$ cat src/rtl/rv_pkg.sv
//------------------------------------------------------------------------------
// rv_pkg : shared core types for the integer divide unit
// Revision: 1.0
//------------------------------------------------------------------------------
`default_nettype none

package rv_pkg;

    localparam int XLEN = 32;

    typedef enum logic [1:0] {
        DIV  = 2'd0,
        DIVU = 2'd1,
        REM  = 2'd2,
        REMU = 2'd3
    } div_op_t;

endpackage

`default_nettype wire

$ cat src/rtl/div_unit.sv
//------------------------------------------------------------------------------
// div_unit : iterative restoring radix-2 divider, one quotient bit per cycle
// Revision: 1.0
//------------------------------------------------------------------------------
`default_nettype none

module div_unit
    import rv_pkg::*;
#(
    parameter int XLEN = rv_pkg::XLEN
) (
    input  logic            clk,
    input  logic            rst_n,
    input  logic            start,
    input  div_op_t         op,
    input  logic [XLEN-1:0] dividend,
    input  logic [XLEN-1:0] divisor,
    input  logic [4:0]      rd_address,
    input  logic            flush,
    output logic            busy,
    output logic            done,
    output logic [4:0]      write_address,
    output logic [XLEN-1:0] write_data
);

    typedef enum logic [1:0] {
        IDLE   = 2'd0,
        CALC   = 2'd1,
        FINISH = 2'd2
    } state_t;

    localparam logic [XLEN-1:0] C_MIN_NEG  = {1'b1, {(XLEN-1){1'b0}}};
    localparam logic [5:0]      C_LAST_CNT = 6'(XLEN - 1);

    state_t          state_q;
    logic [5:0]      cnt_q;
    logic [XLEN-1:0] quo_q, rem_q, dsr_q;
    div_op_t         op_q;
    logic            neg_quo_q, neg_rem_q;
    logic [4:0]      rd_q;
    logic            done_q;
    logic [4:0]      waddr_q;
    logic [XLEN-1:0] wdata_q;

    logic            w_signed, w_a_neg, w_b_neg, w_ovf;
    logic [XLEN-1:0] w_abs_a, w_abs_b;
    logic [XLEN:0]   w_shift, w_diff;
    logic [XLEN-1:0] quo_d, rem_d, result_d;

    assign w_signed = (op == DIV) || (op == REM);
    assign w_a_neg  = w_signed && dividend[XLEN-1];
    assign w_b_neg  = w_signed && divisor[XLEN-1];
    assign w_abs_a  = w_a_neg ? (~dividend + 1'b1) : dividend;
    assign w_abs_b  = w_b_neg ? (~divisor + 1'b1) : divisor;
    assign w_ovf    = w_signed && (dividend == C_MIN_NEG) && (divisor == '1);

    // The quotient register starts as the dividend and shifts its MSB into the remainder.
    always_comb begin
        w_shift = {rem_q, quo_q[XLEN-1]};
        w_diff  = w_shift - {1'b0, dsr_q};
        if (!w_diff[XLEN]) begin
            rem_d = w_diff[XLEN-1:0];
            quo_d = {quo_q[XLEN-2:0], 1'b1};
        end else begin
            rem_d = w_shift[XLEN-1:0];
            quo_d = {quo_q[XLEN-2:0], 1'b0};
        end
        if ((op_q == DIV) || (op_q == DIVU))
            result_d = neg_quo_q ? (~quo_q + 1'b1) : quo_q;
        else
            result_d = neg_rem_q ? (~rem_q + 1'b1) : rem_q;
    end

    always_ff @(posedge clk or negedge rst_n) begin
        if (!rst_n) begin
            state_q   <= IDLE;
            cnt_q     <= '0;
            quo_q     <= '0;
            rem_q     <= '0;
            dsr_q     <= '0;
            op_q      <= DIV;
            neg_quo_q <= 1'b0;
            neg_rem_q <= 1'b0;
            rd_q      <= '0;
            done_q    <= 1'b0;
            waddr_q   <= '0;
            wdata_q   <= '0;
        end else begin
            done_q  <= 1'b0;
            waddr_q <= '0;
            wdata_q <= '0;
            case (state_q)
                IDLE: begin
                    if (start && !flush) begin
                        op_q  <= op;
                        rd_q  <= rd_address;
                        cnt_q <= '0;
                        // Special cases preload the final magnitudes and skip iteration.
                        if (divisor == '0) begin
                            quo_q     <= '1;
                            rem_q     <= dividend;
                            neg_quo_q <= 1'b0;
                            neg_rem_q <= 1'b0;
                            state_q   <= FINISH;
                        end else if (w_ovf) begin
                            quo_q     <= C_MIN_NEG;
                            rem_q     <= '0;
                            neg_quo_q <= 1'b0;
                            neg_rem_q <= 1'b0;
                            state_q   <= FINISH;
                        end else begin
                            quo_q     <= w_abs_a;
                            rem_q     <= '0;
                            dsr_q     <= w_abs_b;
                            neg_quo_q <= w_a_neg ^ w_b_neg;
                            neg_rem_q <= w_a_neg;
                            state_q   <= CALC;
                        end
                    end
                end
                CALC: begin
                    if (flush) begin
                        state_q <= IDLE;
                    end else begin
                        quo_q <= quo_d;
                        rem_q <= rem_d;
                        cnt_q <= cnt_q + 6'd1;
                        if (cnt_q == C_LAST_CNT)
                            state_q <= FINISH;
                    end
                end
                FINISH: begin
                    state_q <= IDLE;
                    if (!flush) begin
                        done_q  <= 1'b1;
                        waddr_q <= rd_q;
                        wdata_q <= result_d;
                    end
                end
                default: state_q <= IDLE;
            endcase
        end
    end

    assign busy          = (state_q != IDLE);
    assign done          = done_q;
    assign write_address = waddr_q;
    assign write_data    = wdata_q;

endmodule

`default_nettype wire

$ cat config.mk
export PLATFORM = sky130hd
export DESIGN_NAME = div_unit
export DESIGN_NICKNAME = d
export VERILOG_FILES = /design/src/rtl/rv_pkg.sv /design/src/rtl/div_unit.sv
export SDC_FILE = /design/constraint.sdc
export NUM_CORES = 1
export LEC_CHECK = 0
export ABC_AREA = 1
export CAP_MARGIN = 20
export CORE_ASPECT_RATIO = 0.75
export CORE_MARGIN = 10
export CORE_UTILIZATION = 60
export DETAILED_ROUTE_END_ITERATION = 10
export GPL_ROUTABILITY_DRIVEN = 0
export PLACE_DENSITY_LB_ADDON = 0.25
export SKIP_LAST_GASP = 1
export SLEW_MARGIN = 20
export SYNTH_ARGS = -nofsm -noshare
export SYNTH_HDL_FRONTEND = slang
export SYNTH_SLANG_ARGS = --single-unit
export TNS_END_PERCENT = 100
$ cat constraint.sdc
create_clock -name clk -period 3.1 [get_ports clk]
set_clock_uncertainty 0.2 [all_clocks]
set_input_delay 0.31 -clock clk [delete_from_list [all_inputs] [get_ports clk]]
set_output_delay 0.31 -clock clk [all_outputs]
set_load 0.005 [all_outputs]
==> results.toml, run 1 <==
[global_routing]
grt.total_usage = 0.3206
grt_pass1_wl_um = 72460
grt_use_met3 = 0.1306
use_met1 = 0.4480
grt_pass1_vias = 13568
grt_util_met2 = 0.4384
antenna_found_initial = 2
grt.busiest_layer = "met1"
overflow = 0
grt_max_degree = 70

[finish]
final_core_util = 0.7214
area_delta_synth_final_pct = 16.83
layout-drive-gt1-share = 0.07209
post_layout_nonfiller_instances = 2564
design_area_um2 = 15440
nets = 2376

[drt]
drt_iter0_drc = 2460
routed_via_density = 5.941
drt_pass1_iterations = 7
remaining_drc_errors = 0
vias = 15234
ant_nets = 0
routed_wl_um = 46760
wire_per_inst_um = 18.24

[synth]
synthCells = 2143
synth_seq_cells = 150
yosys_warnings = 0
synth.distinct_cells = 50
synth_most_common_cell = "nand2_1"
ys.flop_type = "dfrtp_1"
synth.net_count = 2257
async_reset_ff_frac = 1.000
syn_area_per_cell_um2 = 6.169
ys_seq_area_frac = 0.2839
yosysTopAreaCellShare = 0.2839
synth_top_cell_by_area = "dfrtp_1"
synth_area_leaders = "dfrtp_1 (28%), nand2_1 (17%), inv_1 (9.5%)"
yosys-top-cells-count = "nand2_1 (593), inv_1 (334), nor2_1 (248)"
syn_area_um2 = 13220
synth-edff-count = 0

[sta]
layout_setup_ws_ns = 0.1719
finalSetupTns_ns = 0
holdWs_ns = 0.2513
relSlewSlack = 0.5366
fmax_mhz = 341.5
drv_slew = 0
setup_viol = 0
finalCritPeriodShare = 0.9445
worst_slew_pin_slew_ns = 0.6951
layout_min_cycle_time_ns = 2.928
final_hold_viol_count = 0

[worst_setup_path]
end_kind = "flop"
crit_type = "reg2reg"
path_max_fanout = 7
cp.arrival_ns = 3.10
crit_required_ns = 3.27
cp-start-kind = "flop"

[clock_tree]
cts.path.max_buffers = 2
post-cts-setup-buffer-count = 0
cts_made_buffers = 17
clkSinkCount = 150
htreeDepth = 4
root_buffer = "clkbuf_16"
cts_tree = "built"
clkSlewWorstSetupHoldPaths_ns = 0.07
worstSkewPairLatency_ns = 0.44

[place]
place_inst = 2529
dp_slack_ns = 0.1277
placed_area_um2 = 14810
dp_hpwl_um = 36570
portBuffers = 113

[power]
p_per_area_nw_per_um2 = 869.2
p_leak_nw = 7.796
ir_worst_vdd_mv = 0.5505
finalPower_mw = 13.43

[die]
io_pins = 114
fp.dieW_um = 191.4
initial_core_util = 0.6175
dieArea_um2 = 28430
core_um2 = 21410
row_count = 46
fp.dieH_um = 148.6

[job]
cap_violations = 0

[worst_hold_path]
hold_path.class = "in2async"

[status]
outcome = "complete, no violations"
==> layout by cell type, fill, tap and decap left out, drive strengths merged <==
master,synthesis,final
or2,1,1
nor3,40,40
and2,1,1
nor4,14,14
a311oi,4,4
a21oi,137,137
inv,339,345
and3,1,1
a21o,1,1
o21ai,162,162
o31ai,3,3
ha,38,38
o2111ai,1,1
xnor2,10,10
clkinvlp,0,4
dlygate4sd3,0,1
nand4,69,69
a211oi,1,1
o22ai,3,3
diode,0,1
a31oi,1,1
buf,21,57
clkbuf,50,19
o211ai,2,2
nand2,610,610
clkdlybuf4s50,0,112
clkinv,2,6
fa,1,1
nand3b,6,6
o21a,4,4
nand3,145,145
nor2,258,258
nor3b,1,1
xor2,61,61
dfrtp,150,150
o21bai,6,6
==> critical path, cell delays in order, from the launching register on <==
cell	delay, ns
dfrtp_1	0.37
inv_1	0.09
ha_1	0.23
fa_1	0.41
inv_1	0.08
nand3_1	0.07
nand2_2	0.10
nand2_1	0.08
nand2_2	0.10
nand2_1	0.08
nand2_2	0.10
nand2_2	0.07
nand3_1	0.14
nand2_4	0.11
buf_8	0.15
buf_4	0.14
nand2_1	0.06
nand3_1	0.12
a21oi_1	0.15
==> kinds of logic after synthesis <==
logic type / share of synthesized area
AND/OR/NAND/NOR: 0.3720
AO/OA/AOI/OAI: 0.1352
flip-flops: 0.2839
buffers and inverters: 0.1244
adder cells (fa/ha/maj): 0.03748
XOR/XNOR: 0.04704
==> path summary, 6_finish.rpt <==
| path | cells after the start | end | slack [ns] | from |
|---|---|---|---|---|
| min in group clk | 3 | rd_q[1]$_DFFE_PN0P_ | 0.25 | rd_address[1] |
| min | 2 | write_data[7]$_DFF_PN0_ | 0.25 | rst_n |
| max | 18 | rem_q[24]$_DFFE_PN0P_ | 0.17 | quo_q[31]$_DFFE_PN0P_ |
| max reg2reg | 18 | rem_q[24]$_DFFE_PN0P_ | 0.17 | quo_q[31]$_DFFE_PN0P_ |
| min reg2reg | 2 | dsr_q[17]$_DFFE_PN0P_ | 0.29 | dsr_q[17]$_DFFE_PN0P_ |
| max in group asynchronous | 3 | write_data[18]$_DFF_PN0_ | 1.65 | rst_n |
==> report_power, final <==
part | switching (mW) | internal [mW] | leakage (nW)
logic | 5.54 | 2.76 | 5.63
clock network | 0.935 | 1.04 | 0.258
registers | 0.673 | 2.47 | 1.90
total | 7.15 | 6.28 | 7.80
==> layout make-up <==
| cell class | instances | area [um^2] |
|---|---|---|
| fillers | 1801 | 5966 |
| multi-input cells | 1581 | 7859 |
| clock inverters | 14 | 118.9 |
| well taps | 288 | 360.3 |
| flip-flops and latches | 150 | 3754 |
| inverters | 341 | 1281 |
| clock buffers | 18 | 429.2 |
| repair buffers | 171 | 1640 |
| diodes | 1 | 2.502 |
==> flip-flops by register name, indices dropped and copies added (netlist names) <==
name	count
op_q	1
cnt_q	6
quo_q	32
rd_q	5
done	1
write_address	5
write_data	32
neg_quo_q	1
rem_q	32
dsr_q	32
state_q	2
neg_rem_q	1
==> routing by layer <==
layer	wire [um]	vias up
met4	1487	2
met1	19180	6870
li1	-	7079
met2	18430	1127
met3	7650	156
met5	13	-
==> what timing repair did <==
action                                  4_1_cts  5_1_grt
endpoints found under the hold margin        66        0
hold buffers                                  1        0
endpoints found under the setup margin        0       30
gates resized for setup                       0       13
Note: power is estimated with default switching activity, not from simulation.
==> inputs of run 2 (changes only) <==
Settings changed: DONT_BUFFER_PORTS set to 1.
==> run 2 against run 1 <==
  * Combinational power fell by 3.9%
  * Sequential cell count stayed put
  * Cell area is 4.4% lower
  * Final cell count is 2.7% lower
  * The run now ends with DRC, hold timing left
  * Global-route usage up 1.5 points
  * Sequential share of layout area grew 1.1 points
  * Critical endpoint is now rem_q[8]$_DFFE_PN0P_
==> results.toml, run 2 (synthesized netlist as in run 1, its figures left out) <==
[status]
outcome = "finished with violations"
failed_checks = "DRC, hold timing"

[clock_tree]
cts_tree = "built"
cts.path.max_buffers = 2
htreeDepth = 4
root_buffer = "clkbuf_16"
clkSinkCount = 150
cts_made_buffers = 17
cts_hold_buf = 59
clkSlewWorstSetupHoldPaths_ns = 0.07
worstSkewPairLatency_ns = 0.45

[place]
dp_slack_ns = 0.2374
portBuffers = 0
place_inst = 2399
dp_hpwl_um = 36530

[worst_setup_path]
r2r_start = "rem_q[9]$_DFFE_PN0P_"
rr_worst_depth = 15
worstPathCellList = "ha_1 -> nand2_1 -> nor2_1 -> inv_1 -> nor2_1 -> nand2_1 -> nand2_1 -> nand2_1 -> nand2_1 -> nand2_1 -> nand2_4 -> buf_4 -> nand2_1 -> nand3_1 -> a21oi_1"
crit_type = "reg2reg"
path_max_fanout = 8
cp_common_cell = "nand2_1"
critPathMaxStageDelay_ns = 0.50
regToRegEndpoint = "rem_q[8]$_DFFE_PN0P_"
critPathBufInv = 2
crit_required_ns = 3.24
cp_top_family = "simple AND/OR/NAND/NOR gates"
ff2ff_setup_slack_ns = 0.17
worstSetupStartpoint = "rem_q[9]$_DFFE_PN0P_"
critPathSlowestCell = "dfrtp_1"
end_kind = "flop"
cp-start-kind = "flop"
cp.arrival_ns = 3.06

[global_routing]
grt_pass1_wl_um = 75210
antenna_found_initial = 1
grt_pass1_vias = 13718
grt_util_met2 = 0.4577
use_met1 = 0.4668
grt.busiest_layer = "met1"
grt_max_degree = 151
grt_use_met3 = 0.1428
grt.total_usage = 0.3357
overflow = 0

[finish]
nets = 2307
layout-drive-gt1-share = 0.06664
regArea_um2 = 3754
insertedDiodeCount = 0
final_core_util = 0.6893
post_layout_nonfiller_instances = 2494
nFillCells = 1878
area_delta_synth_final_pct = 11.64
final_cell_mix = "nand2_1 (592), inv_1 (333), nor2_1 (247)"
multi_input_area_um2 = 7850
layout_commonest_cell = "nand2_1"

[sta]
setup_viol = 0
holdWs_ns = -0.6373
fmax_mhz = 341.5
layout_setup_ws_ns = 0.1717
drv_slew = 0
finalSetupTns_ns = 0
worst_slew_pin_slew_ns = 0.6690
finalCritPeriodShare = 0.9446
rsz0062_at_grt = "true"
layout_min_cycle_time_ns = 2.928
relSlewSlack = 0.5499
final_hold_viol_count = 150

[die]
fp.dieH_um = 148.6
io_pins = 114
initial_core_util = 0.6175
row_count = 46
core_um2 = 21410
fp.dieW_um = 191.4
dieArea_um2 = 28430

[drt]
ant_nets = 0
drt_pass1_iterations = 11
wire_per_inst_um = 19.39
routed_wl_um = 48360
vias = 15062
remaining_drc_errors = 26
drt_iter0_drc = 2713
routed_via_density = 6.039

[power]
p_leak_nw = 7.540
ir_worst_vdd_mv = 0.5743
p_per_area_nw_per_um2 = 901.5

[worst_hold_path]
hold_path.class = "in2async"

[job]
cap_violations = 0
-- run 2: worst max-delay path by stage --
stage / cells after the start / endpoint / slack, ns
after floorplan: 18 / rem_q[18]$_DFFE_PN0P_ / 0.60
after global placement: 13 / write_data[24]$_DFF_PN0_ / 0.35
after detailed placement: 18 / rem_q[11]$_DFFE_PN0P_ / 0.24
after CTS: 18 / rem_q[8]$_DFFE_PN0P_ / 0.19
after global routing: 18 / rem_q[27]$_DFFE_PN0P_ / -0.01
final: 15 / rem_q[8]$_DFFE_PN0P_ / 0.17
-- run 2: area by class of cell --
type,instances,share of cell area
flip-flops and latches,150,0.2543
clock buffers,18,0.02976
clock inverters,14,0.008986
well taps,288,0.02442
repair buffers,102,0.06384
inverters,341,0.08681
multi-input cells,1581,0.5319
-- run 2: metal layers --
| metal | vias to the layer above | wire (um) |
|---|---|---|
| met5 | - | 0 |
| met4 | 0 | 1526 |
| met2 | 1199 | 18880 |
| li1 | 6938 | - |
| met1 | 6757 | 19160 |
| met3 | 168 | 8796 |
-- run 2: where the power goes --
group          internal, mW  switching (mW)
logic                  2.62            5.36
clock network          1.08           0.982
registers              2.47           0.796
total                  6.17            7.14
-- run 2: worst register-to-register path: stages, from the launching register on --
cell     delay [ns]
dfrtp_1        0.50
ha_1           0.44
nand2_1        0.14
nor2_1         0.30
inv_1          0.10
nor2_1         0.14
nand2_1        0.07
nand2_1        0.09
nand2_1        0.08
nand2_1        0.10
nand2_1        0.12
nand2_4        0.15
buf_4          0.18
nand2_1        0.07
nand3_1        0.07
a21oi_1        0.06
-- run 2: what timing repair did --
action	CTS	global route
endpoints found under the hold margin	217	150
setup endpoints to repair	0	27
resized for setup	0	5
buffers inserted	0	4
-- run 2: through the flow --
| stage | power (mW) | hold WS [ns] | instance area (um^2) |
|---|---|---|---|
| global route | 14.25 | -0.6485 | 14760 |
| detailed placement | 10.56 | -0.1771 | 13540 |
| CTS | 12.73 | -0.6542 | 14700 |
| global placement | 10.35 | -0.1784 | 13540 |
| finish | 13.30 | -0.6373 | 14760 |
| floorplan | 8.361 | -0.1856 | 13220 |
